**src/rtl/ram_arb_pkg.sv**
```systemverilog
// rtl/ram_arb_pkg.sv - shared types and window helper for the dual-host RAM front end
package ram_arb_pkg;

    typedef enum logic {
        HostA = 1'b0,
        HostB = 1'b1
    } host_e;

    typedef struct packed {
        logic        we;
        logic [3:0]  be;
        logic [31:0] addr;
        logic [31:0] wdata;
    } ram_req_t;

    // Unsigned offset compare: addresses below base wrap to large offsets and miss.
    function automatic logic in_window(input logic [31:0] addr,
                                       input logic [31:0] base,
                                       input logic [31:0] size);
        logic [31:0] off;
        off = addr - base;
        return off < size;
    endfunction

endpackage

```
**src/rtl/rr_arb2.sv**
```systemverilog
// rtl/rr_arb2.sv - two-requester round-robin arbiter, preferred host flips after every grant
module rr_arb2
    import ram_arb_pkg::*;
(
    input  logic       clk_i,
    input  logic       rst_ni,
    input  logic [1:0] req_i,
    output logic [1:0] gnt_o,
    output host_e      winner_o
);

    host_e prio_q;
    host_e prio_d;

    always_comb begin
        gnt_o    = 2'b00;
        winner_o = HostA;
        prio_d   = prio_q;
        if (req_i[0] && (!req_i[1] || prio_q == HostA)) begin
            gnt_o    = 2'b01;
            winner_o = HostA;
            prio_d   = HostB;
        end else if (req_i[1]) begin
            gnt_o    = 2'b10;
            winner_o = HostB;
            prio_d   = HostA;
        end
    end

    always_ff @(posedge clk_i or negedge rst_ni) begin
        if (!rst_ni) begin
            prio_q <= HostA;
        end else begin
            prio_q <= prio_d;
        end
    end

endmodule

```
**src/rtl/ram_dual_host_arb.sv**
```systemverilog
// rtl/ram_dual_host_arb.sv - arbitrates instruction and data hosts onto one single-port RAM
module ram_dual_host_arb
    import ram_arb_pkg::*;
#(
    parameter int          Depth    = 128,
    parameter logic [31:0] BaseAddr = 32'h0000_0000
) (
    input  logic        clk_i,
    input  logic        rst_ni,

    input  logic        a_req_i,
    input  logic        a_we_i,
    input  logic [3:0]  a_be_i,
    input  logic [31:0] a_addr_i,
    input  logic [31:0] a_wdata_i,
    output logic        a_gnt_o,
    output logic        a_rvalid_o,
    output logic [31:0] a_rdata_o,
    output logic        a_err_o,

    input  logic        b_req_i,
    input  logic        b_we_i,
    input  logic [3:0]  b_be_i,
    input  logic [31:0] b_addr_i,
    input  logic [31:0] b_wdata_i,
    output logic        b_gnt_o,
    output logic        b_rvalid_o,
    output logic [31:0] b_rdata_o,
    output logic        b_err_o,

    output logic        ram_req_o,
    output logic        ram_we_o,
    output logic [3:0]  ram_be_o,
    output logic [31:0] ram_addr_o,
    output logic [31:0] ram_wdata_o,
    input  logic        ram_rvalid_i,
    input  logic [31:0] ram_rdata_i
);

    localparam logic [31:0] WinBytes = 32'(Depth * 4);

    logic [1:0] gnt;
    host_e      winner;
    ram_req_t   a_req_s;
    ram_req_t   b_req_s;
    ram_req_t   win_req;
    logic       any_gnt;
    logic       win_hit;

    host_e      rsp_owner_q, rsp_owner_d;
    logic       rsp_err_q,   rsp_err_d;
    logic       rsp_pend_q,  rsp_pend_d;
    logic       rsp_valid;
    logic       a_owns;
    logic       b_owns;

    rr_arb2 u_arb (
        .clk_i    (clk_i),
        .rst_ni   (rst_ni),
        .req_i    ({b_req_i, a_req_i}),
        .gnt_o    (gnt),
        .winner_o (winner)
    );

    assign a_gnt_o = gnt[0];
    assign b_gnt_o = gnt[1];

    always_comb begin
        a_req_s = '{we: a_we_i, be: a_be_i, addr: a_addr_i, wdata: a_wdata_i};
        b_req_s = '{we: b_we_i, be: b_be_i, addr: b_addr_i, wdata: b_wdata_i};
        win_req = (winner == HostB) ? b_req_s : a_req_s;
        any_gnt = |gnt;
        win_hit = in_window(win_req.addr, BaseAddr, WinBytes);
    end

    // Misses are granted and answered locally; the RAM never sees them.
    always_comb begin
        ram_req_o   = any_gnt & win_hit;
        ram_we_o    = win_req.we;
        ram_be_o    = win_req.be;
        ram_addr_o  = win_req.addr;
        ram_wdata_o = win_req.wdata;
    end

    always_comb begin
        rsp_owner_d = winner;
        rsp_err_d   = any_gnt & ~win_hit;
        rsp_pend_d  = any_gnt;
    end

    always_ff @(posedge clk_i or negedge rst_ni) begin
        if (!rst_ni) begin
            rsp_owner_q <= HostA;
            rsp_err_q   <= 1'b0;
            rsp_pend_q  <= 1'b0;
        end else begin
            rsp_owner_q <= rsp_owner_d;
            rsp_err_q   <= rsp_err_d;
            rsp_pend_q  <= rsp_pend_d;
        end
    end

    // rdata is gated by the pending flag so nothing leaks out during or right after reset.
    always_comb begin
        rsp_valid  = rsp_pend_q & (rsp_err_q | ram_rvalid_i);
        a_owns     = rsp_pend_q & (rsp_owner_q == HostA);
        b_owns     = rsp_pend_q & (rsp_owner_q == HostB);
        a_rvalid_o = rsp_valid & a_owns;
        b_rvalid_o = rsp_valid & b_owns;
        a_err_o    = a_rvalid_o & rsp_err_q;
        b_err_o    = b_rvalid_o & rsp_err_q;
        a_rdata_o  = (a_owns && !rsp_err_q) ? ram_rdata_i : 32'h0;
        b_rdata_o  = (b_owns && !rsp_err_q) ? ram_rdata_i : 32'h0;
    end

    ram_rvalid_unexpected : assert property (
        @(posedge clk_i) disable iff (!rst_ni)
        ram_rvalid_i |-> (rsp_pend_q && !rsp_err_q)
    );

endmodule
```
**config.mk**
```make
export PLATFORM = sky130hd
export DESIGN_NAME = ram_dual_host_arb
export DESIGN_NICKNAME = d
export VERILOG_FILES = /design/src/rtl/ram_arb_pkg.sv /design/src/rtl/rr_arb2.sv /design/src/rtl/ram_dual_host_arb.sv
export SDC_FILE = /design/constraint.sdc
export NUM_CORES = 1
export LEC_CHECK = 0
export ABC_AREA = 1
export CAP_MARGIN = 20
export CORE_AREA = 2 2 124 126
export DETAILED_ROUTE_END_ITERATION = 12
export DIE_AREA = 0 0 126 128
export GPL_ROUTABILITY_DRIVEN = 0
export SLEW_MARGIN = 15
export SYNTH_ARGS = -nofsm -noshare
export SYNTH_HDL_FRONTEND = slang
export SYNTH_SLANG_ARGS = --single-unit
```
**constraint.sdc**
```tcl
create_clock -name clk_i -period 1.45 [get_ports clk_i]
set_input_delay 0.29 -clock clk_i [delete_from_list [all_inputs] [get_ports clk_i]]
set_output_delay 0.29 -clock clk_i [all_outputs]
set_load 0.02 [all_outputs]
```
== Word level (Yosys, flattened, before mapping) ==
Index checks and enable logic that the tools add are counted.

* Magnitude comparators: 1
* Muxes and demuxes: 9
* Bitwise logic cells: 13
* Reductions and logical operators: 8

{| class="wikitable"
|+ Operators with widths
! kind !! count
|-
| 69-bit 2-to-1 mux || 1
|-
| 32-bit 2-to-1 mux || 2
|-
| 32-bit by 10-bit less-than comparator with 1-bit output, second input constant || 1
|-
| 1-bit AND || 9
|-
| 1-bit 2-to-1 mux || 4
|-
| 2-bit 2-to-1 mux || 2
|-
| 1-bit logical AND || 3
|-
| 1-bit inverter || 3
|-
| 1-bit logical NOT || 2
|-
| 2-bit nonzero test || 1
|-
| 2-bit OR reduction || 1
|-
| 1-bit logical OR || 1
|-
| 1-bit OR || 1
|}

* Flip-flop bits (word level): 4
* Input port bits: 175
* Output and inout bits: 140
* Logic and storage cells: 35

== Longest topological paths before layout ==
Gate-level depths: netlist (run 1).

* Word-level depth: 8
* Depth in mapped cells: 11
* Gate-level depth less buffers: 10

== By module ==
Synthesis (run 1) repeated with hierarchy kept, for this count alone.

* Cell total of the unflattened synthesis: 426
* Area, all modules: 1848.0 um^2

{| class="wikitable"
|+ By module, submodules not included
! module !! times used !! cells an instance !! area an instance (um^2) !! seq. area each (um^2)
|-
| ram_dual_host_arb || 1 || 415 || 1773.0 || 75.1
|-
| rr_arb2 || 1 || 11 || 75.1 || 25.0
|}

== Worst setup path after synthesis (run 1) ==
Ideal clock, no wire load.

* Path kind: input-to-output
* From: input b_req_i
* To: output ram_req_o
* Arrival: 1.610 ns
* Data required time: 1.160 ns
* Setup slack: -0.450 ns
* Stages: 10
* Path buffers: 2
* Path through: buf_4 a21boi_2 buf_2 nand2_1 nand2_1 nor2_1 nand2_1 nor2_1 nand2_1 nor2_1

* Word-level cells in the longest chain between the ends: 7
* Elaborated cells on any way between the ends: 11
* Classes of those cells: order compare: 1; mux: 5; bitwise: 1; reduce/logical: 4

{| class="wikitable"
|+ Ends and longest elaborated chain
! what !! line !! source
|-
| from (decl) || ram_dual_host_arb.sv:21 || <nowiki>input logic b_req_i,</nowiki>
|-
| 1-bit logical NOT || rr_arb2.sv:19 || <nowiki>if (req_i[0] && (!req_i[1] || prio_q == HostA)) begin</nowiki>
|-
| 1-bit logical OR || rr_arb2.sv:19 ||
|-
| 1-bit logical AND || rr_arb2.sv:19 ||
|-
| 1-bit 2-to-1 mux * || rr_arb2.sv:19 ||
|-
| 69-bit 2-to-1 mux * || ram_dual_host_arb.sv:71 || <nowiki>win_req = (winner == HostB) ? b_req_s : a_req_s;</nowiki>
|-
| via ram_addr_o[28] || ram_dual_host_arb.sv:34 || <nowiki>output logic [31:0] ram_addr_o,</nowiki>
|-
| 32-bit by 10-bit less-than comparator with 1-bit output * || ram_arb_pkg.sv:22 || <nowiki>return off < size;</nowiki>
|-
| 1-bit AND * || ram_dual_host_arb.sv:78 || <nowiki>ram_req_o = any_gnt & win_hit;</nowiki>
|-
| to (decl) || ram_dual_host_arb.sv:31 || <nowiki>output logic ram_req_o,</nowiki>
|}

Mark *: on every way through the listed nets, which the timed path passes. The rest lies on a longest branch.

== Final worst setup path (run 1) ==
* From: register u_arb.prio_q
* To: output ram_wdata_o[28]

* Word-level cells in the longest chain between the ends: 5

{| class="wikitable"
|+ Ends and longest elaborated chain
! what !! line !! source
|-
| from (decl) || rr_arb2.sv:12 || <nowiki>host_e prio_q;</nowiki>
|-
| from (signal assigned) || rr_arb2.sv:32 || <nowiki>prio_q <= HostA;</nowiki>
|-
| from (signal assigned) || rr_arb2.sv:34 || <nowiki>prio_q <= prio_d;</nowiki>
|-
| 1-bit inverter || rr_arb2.sv:19 ||
|-
| 1-bit logical OR || rr_arb2.sv:19 ||
|-
| 1-bit logical AND || rr_arb2.sv:19 ||
|-
| 1-bit 2-to-1 mux || rr_arb2.sv:19 ||
|-
| 69-bit 2-to-1 mux || ram_dual_host_arb.sv:71 ||
|-
| to (decl) || ram_dual_host_arb.sv:35 || <nowiki>output logic [31:0] ram_wdata_o,</nowiki>
|}

No other way between the ends.

==> summary.md, run 1 <==
| Metric | Value |
|---|---|
| Outcome | `complete, but fails checks` |
| Failing checks | `negative setup slack` |
| Detailed Place HPWL | `9.39 mm` |
| Worst Skew | `0.000559 ns` |
| Setup TNS | `-56.63 ns` |
| Cell area power density | `452 nW/um2` |
| Die width | `126 um` |
| Antenna diodes | `0` |
| CP Class | `flop to output port` |
| Fillcell total | `1388` |
| CP endpoint kind | `output port` |
| Die footprint | `16100 um2` |
| Global-route wire length before repair | `21.4 mm` |
| Area share of the largest cell type after synthesis | `0.481` |
| Top cells by count, synth | `nand2_1 (219), nor2_1 (81), inv_1 (78)` |
| Crit Path Max Fanout | `5` |
| Crit path time final | `2.15 ns` |
| Nets | `1008` |
| DRT iter0 DRCs | `131` |
| GRT overflow | `0` |
| # setup viols final | `138` |
| Synth-to-Final Area Change | `336%` |
| Synth Register Bits | `4` |
| DR WL/cell | `14.8 um` |
| Syn Inst Count | `415` |
| Max cap viols | `0` |
| Boundary Pins | `315` |
| Mean Syn Cell Area | `4.12 um2` |
| P_leak | `3.65 nW` |
| Post-synth EDFFs | `0` |
| H-tree levels | `1` |
| Seq/Total Area, Yosys | `0.0586` |
| Fin. Hold Viols | `0` |
| Count of cell types in the netlist | `14` |
| Inserted Clock Buffers | `3` |
| Post-DRT Antenna Nets | `0` |
| Initial Util | `0.115` |
| Remaining DRCs | `0` |
| Drt first pass iters | `4` |
| Post-route insts no fill | `1019` |
| Via density | `3.86` |
| Clock Sinks | `4` |
| Final core utilization | `0.501` |
| Fmax achieved | `466 MHz` |
| Ratio of cells with drive above 1 in the final layout | `0.520` |
| Core Rows | `45` |
| Via count | `3937` |
| Slew margin rel. | `0.824` |
| Clock tree buffer depth | `2` |
| Fin. max-slew vios | `0` |
| Post-synthesis cell area | `1710 um2` |
| Final wirelength | `15.1 mm` |
| Most instantiated library cell after synthesis | `nand2_1` |
| Initial antenna violation count | `0` |
| Ys Warns | `0` |
| Setup WS pre-CTS | `-1.50 ns` |
| Clk Latency, worst-skew pair | `0.22 ns` |
| Largest net degree at the start of global routing | `18` |
| Top area cells in the synthesized netlist | `nand2_1 (48%), nor2_1 (18%), inv_1 (17%), dfrtp_1 (5.9%), buf_2 (2.9%)` |
| IO Port Bufs | `314` |
| Placed cell count | `940` |
| GRT Total Usage | `0.165` |
| Clk slew on worst S/H paths | `0.03 ns` |
| RSZ-0062 raised after global routing | `true` |
| Clk root buf | `clkbuf_16` |
| Worst hold-check path type | `primary input to asynchronous set/reset pin` |
| Worst EP arrival | `1.86 ns` |
| Largest area contributor in the netlist | `nand2_1` |
| Hold_buf cts | `0` |
| Worst Tran Pin Value | `0.263 ns` |
| Syn Nets | `590` |
| CTS tree | `built` |
| Die height | `128 um` |
| Period utilization | `1.48` |
| Number of global-route vias before repair | `3933` |
| WP data required | `1.16 ns` |
| Worst Slack Setup Final | `-0.697 ns` |
| Core area | `14900 um2` |
| Critical Path Start Type | `flop` |
| FFs w/ async S/R, synth | `1.00` |
| Max VDD drop | `0.000254 V` |
| Dominant register cell in the synthesized netlist | `dfrtp_1` |
## placed cells by master, fill, tap and decap left out, drive strengths merged
cell | netlist | routed
buf | 14 | 245
nand2 | 219 | 219
clkdlybuf4s50 | 0 | 172
nor2 | 81 | 81
inv | 80 | 80
clkdlybuf4s15 | 0 | 15
nand3 | 6 | 6
dfrtp | 4 | 4
clkbuf | 7 | 3
a21boi | 1 | 2
o21ai | 2 | 2
a21oi | 1 | 1
dlygate4sd2 | 0 | 1
## logic make-up (layout without fill, tap and decap cells)
logic type,Yosys count,count (layout),share of synthesized area
and+or+nand+nor,306,306,0.677
buffers and inverters,101,516,0.242
AOI/OAI and AO/OA,4,5,0.0220
DFF,4,4,0.0586
## per-stage QoR
stage / hold slack (ns) / cell area [um2] / power [W]
2_1_floorplan: -0.00559 / 1880 / 0.000971
3_3_place_gp: 0.519 / 5480 / 0.00218
3_5_place_dp: 0.514 / 5480 / 0.00217
4_1_cts: 0.282 / 6950 / 0.00318
5_1_grt: 0.307 / 7450 / 0.00354
6_report: 0.277 / 7450 / 0.00337
## state kept, by name (all words and copies together) (netlist names)
name,count
rsp_owner_q,1
rsp_err_q,1
rsp_pend_q,1
u_arb.prio_q,1
## area by class of cell
| cell class | count | area (um2) | area share |
|---|---|---|---|
| inverter | 80 | 300 | 0.0403 |
| tap | 188 | 235 | 0.0316 |
| sequential | 4 | 103 | 0.0138 |
| clock buffer | 3 | 75.1 | 0.0101 |
| multi-input combinational | 311 | 1990 | 0.267 |
| timing repair buffer | 433 | 4750 | 0.637 |
## worst max-delay path, stage by stage, from the launching register on
cell and delay [ns]:
dfrtp_1 0.42, inv_2 0.10, a21boi_4 0.25, buf_4 0.15, buf_6 0.09, buf_12 0.12, buf_12 0.11, buf_16 0.10
nand2_1 0.05, nand2_2 0.10, buf_6 0.13
## power by group
group	leakage [nW]	internal, W	total (W)	switching, W
registers	0.0431	0.000122	0.000136	0.0000135
logic	3.57	0.00155	0.00281	0.00126
clock network	0.0370	0.000352	0.000427	0.0000747
## final timing paths
| check | from | end | slack [ns] | cells past startpoint |
|---|---|---|---|---|
| setup / recovery | u_arb.prio_q | ram_wdata_o[28] | -0.70 | 10 |
| hold / removal | rst_ni | u_arb.prio_q | 0.28 | 1 |
| setup reg to reg | u_arb.prio_q | rsp_err_q | -0.18 | 10 |
| hold reg to reg | u_arb.prio_q | u_arb.prio_q | 0.70 | 2 |
| max in group asynchronous | rst_ni | rsp_owner_q | 0.98 | 1 |
| min in group clk_i | b_req_i | u_arb.prio_q | 0.60 | 3 |
## layer usage
layer / track usage / part of all wire
met1: 0.198 / 0.41
met2: 0.303 / 0.52
met3: 0.0367 / 0.066
met4: 0.0323 / 0.010
met5: 0 / 0
## what timing repair did
item,CTS,global route
pin swaps,24,18
setup endpoints to repair,141,141
setup buffers,57,24
cloned,14,0
gates resized for setup,894,146
(Power assumes the default switching activity.)
==> run 2: changes to the inputs <==
GPL_TIMING_DRIVEN = 0   (was unset)
==> summary.md, run 2 (synthesis gave the netlist of run 1 again) <==
| Metric | Value |
|---|---|
| Largest net degree at the start of global routing | `12` |
| Clk Latency, worst-skew pair | `0.22 ns` |
| GRT overflow | `0` |
| IO Port Bufs | `313` |
| Crit path time final | `2.19 ns` |
| Commonest non-fill, non-tap cell in the layout | `clkdlybuf4s50_1` |
| Initial antenna violation count | `0` |
| Crit Path Max Fanout | `5` |
| CP Class | `flop to output port` |
| RSZ-0062 raised after global routing | `true` |
| DRT iter0 DRCs | `126` |
| Detailed Place HPWL | `9.92 mm` |
| Switching share of power | `0.410` |
| Clk root buf | `clkbuf_16` |
| Clk pwr share | `0.130` |
| Area of the multi-input gates | `2180 um2` |
| Core area | `14900 um2` |
| Slew margin rel. | `0.758` |
| WP data required | `1.16 ns` |
| GRT Total Usage | `0.142` |
| Max cap viols | `0` |
| Seq pwr share | `0.041` |
| Inserted Clock Buffers | `3` |
| Boundary Pins | `315` |
| Clock tree buffer depth | `2` |
| Setup TNS | `-52.99 ns` |
| P_leak | `3.59 nW` |
| Net switching power | `0.00134 W` |
| Clk slew on worst S/H paths | `0.03 ns` |
| Drt first pass iters | `4` |
| CTS tree | `built` |
| Worst Skew | `0.000417 ns` |
| H-tree levels | `1` |
| Fmax achieved | `457 MHz` |
| # setup viols final | `135` |
| Worst Tran Pin Value | `0.362 ns` |
| Post-route insts no fill | `987` |
| Outcome | `complete, but fails checks` |
| Via count | `3787` |
| DR WL/cell | `14.3 um` |
| Cell area power density | `450 nW/um2` |
| Remaining DRCs | `0` |
| Die width | `126 um` |
| Global-route wire length before repair | `18.3 mm` |
| Critical Path Start Type | `flop` |
| Most frequent cells in the layout | `clkdlybuf4s50_1 (172), buf_6 (170), nand2_2 (103)` |
| CP endpoint kind | `output port` |
| Number of global-route vias before repair | `3452` |
| Die footprint | `16100 um2` |
| Logic gate share of total power | `0.828` |
| Max VDD drop | `0.000255 V` |
| Post-DRT Antenna Nets | `0` |
| Internal | `0.00193 W` |
| Fin. max-slew vios | `0` |
| Period utilization | `1.51` |
| Antenna diodes | `0` |
| Register area | `103 um2` |
| Fin. Hold Viols | `0` |
| Worst Slack Setup Final | `-0.737 ns` |
| Worst hold-check path type | `primary input to asynchronous set/reset pin` |
| Setup WS pre-CTS | `-1.62 ns` |
| Final core utilization | `0.489` |
| Nets | `976` |
| Placed cell count | `916` |
| Final wirelength | `14.1 mm` |
| Initial Util | `0.115` |
| Core Rows | `45` |
| WHS | `0.269 ns` |
| Fillcell total | `1392` |
| Die height | `128 um` |
| Via density | `3.84` |
| Failing checks | `negative setup slack` |
| Worst EP arrival | `1.90 ns` |
| Synth-to-Final Area Change | `325%` |
| Clock Sinks | `4` |
| Ratio of cells with drive above 1 in the final layout | `0.561` |
run 2: cell count changes in the layout (fill, tap and decap cells not counted), moves of 4 or more:
cell	change
buf_16	-10
clkbuf_16	+5
nand2_2	+28
nor2_2	+4
buf_6	+27
nor2_4	-6
buf_4	-36
buf_12	-10
nand2_1	-52
clkdlybuf4s15_2	-12
buf_8	+5
nand2_4	+24
run 2: worst max-delay path, stage by stage, from the launching register on:
cell and delay (ns):
dfrtp_1 0.41, inv_2 0.07, a21boi_4 0.22, buf_6 0.17, nand2_4 0.05, nand2_4 0.06, nand2_2 0.05, nor2_2 0.12
nand2_2 0.08, nor2_4 0.12, nand2_2 0.07, nor2_4 0.11, buf_6 0.12
run 2: layout make-up:
class                   instances  share of cell area
flip-flops and latches          4              0.0141
clock buffers                   3              0.0103
plain buffers                  17              0.0339
multi-input cells             310               0.300
repair buffers                385               0.568
well taps                     188              0.0324
inverters                      80              0.0413
run 2: power by group through the flow:
stage	clock [W]	combinational [W]	sequential (W)
2_1_floorplan	0	0.000841	0.000130
3_3_place_gp	0	0.00195	0.000134
3_5_place_dp	0	0.00195	0.000134
4_1_cts	0.000436	0.00216	0.000136
5_1_grt	0.000437	0.00287	0.000137
6_report	0.000425	0.00271	0.000135
run 2: what timing repair did:
action / CTS / global route
endpoints found under the setup margin: 141 / 138
gates resized for setup: 804 / 379
gates cloned: 8 / 5
buffers inserted: 32 / 29
hold buffers: 0 / 0
pin swaps: 13 / 47
run 2: stage by stage:
stage	power [W]	area, um2
2_1_floorplan	0.000971	1880
3_5_place_dp	0.00208	5250
4_1_cts	0.00273	5770
5_1_grt	0.00344	7260
6_report	0.00327	7260
3_3_place_gp	0.00208	5250
run 2: routing by layer:
metal	share of wire	wire length, um	up-vias	track usage
met5	0	0	-	0
met3	0.067	936	10	0.0342
met4	0.0077	109	0	0.0220
met1	0.38	5340	1688	0.166
li1	-	-	1934	-
met2	0.55	7680	155	0.265
run 2: worst paths after layout:
| check | cells after the start | end | slack, ns | startpoint |
|---|---|---|---|---|
| setup / recovery | 12 | ram_req_o | -0.74 | u_arb.prio_q |
| setup reg to reg | 11 | rsp_err_q | -0.23 | u_arb.prio_q |
| hold reg to reg | 2 | u_arb.prio_q | 0.63 | u_arb.prio_q |
| min in group clk_i | 2 | u_arb.prio_q | 0.33 | b_req_i |
| max in group asynchronous | 1 | rsp_owner_q | 1.00 | rst_ni |
| hold / removal | 1 | u_arb.prio_q | 0.27 | rst_ni |
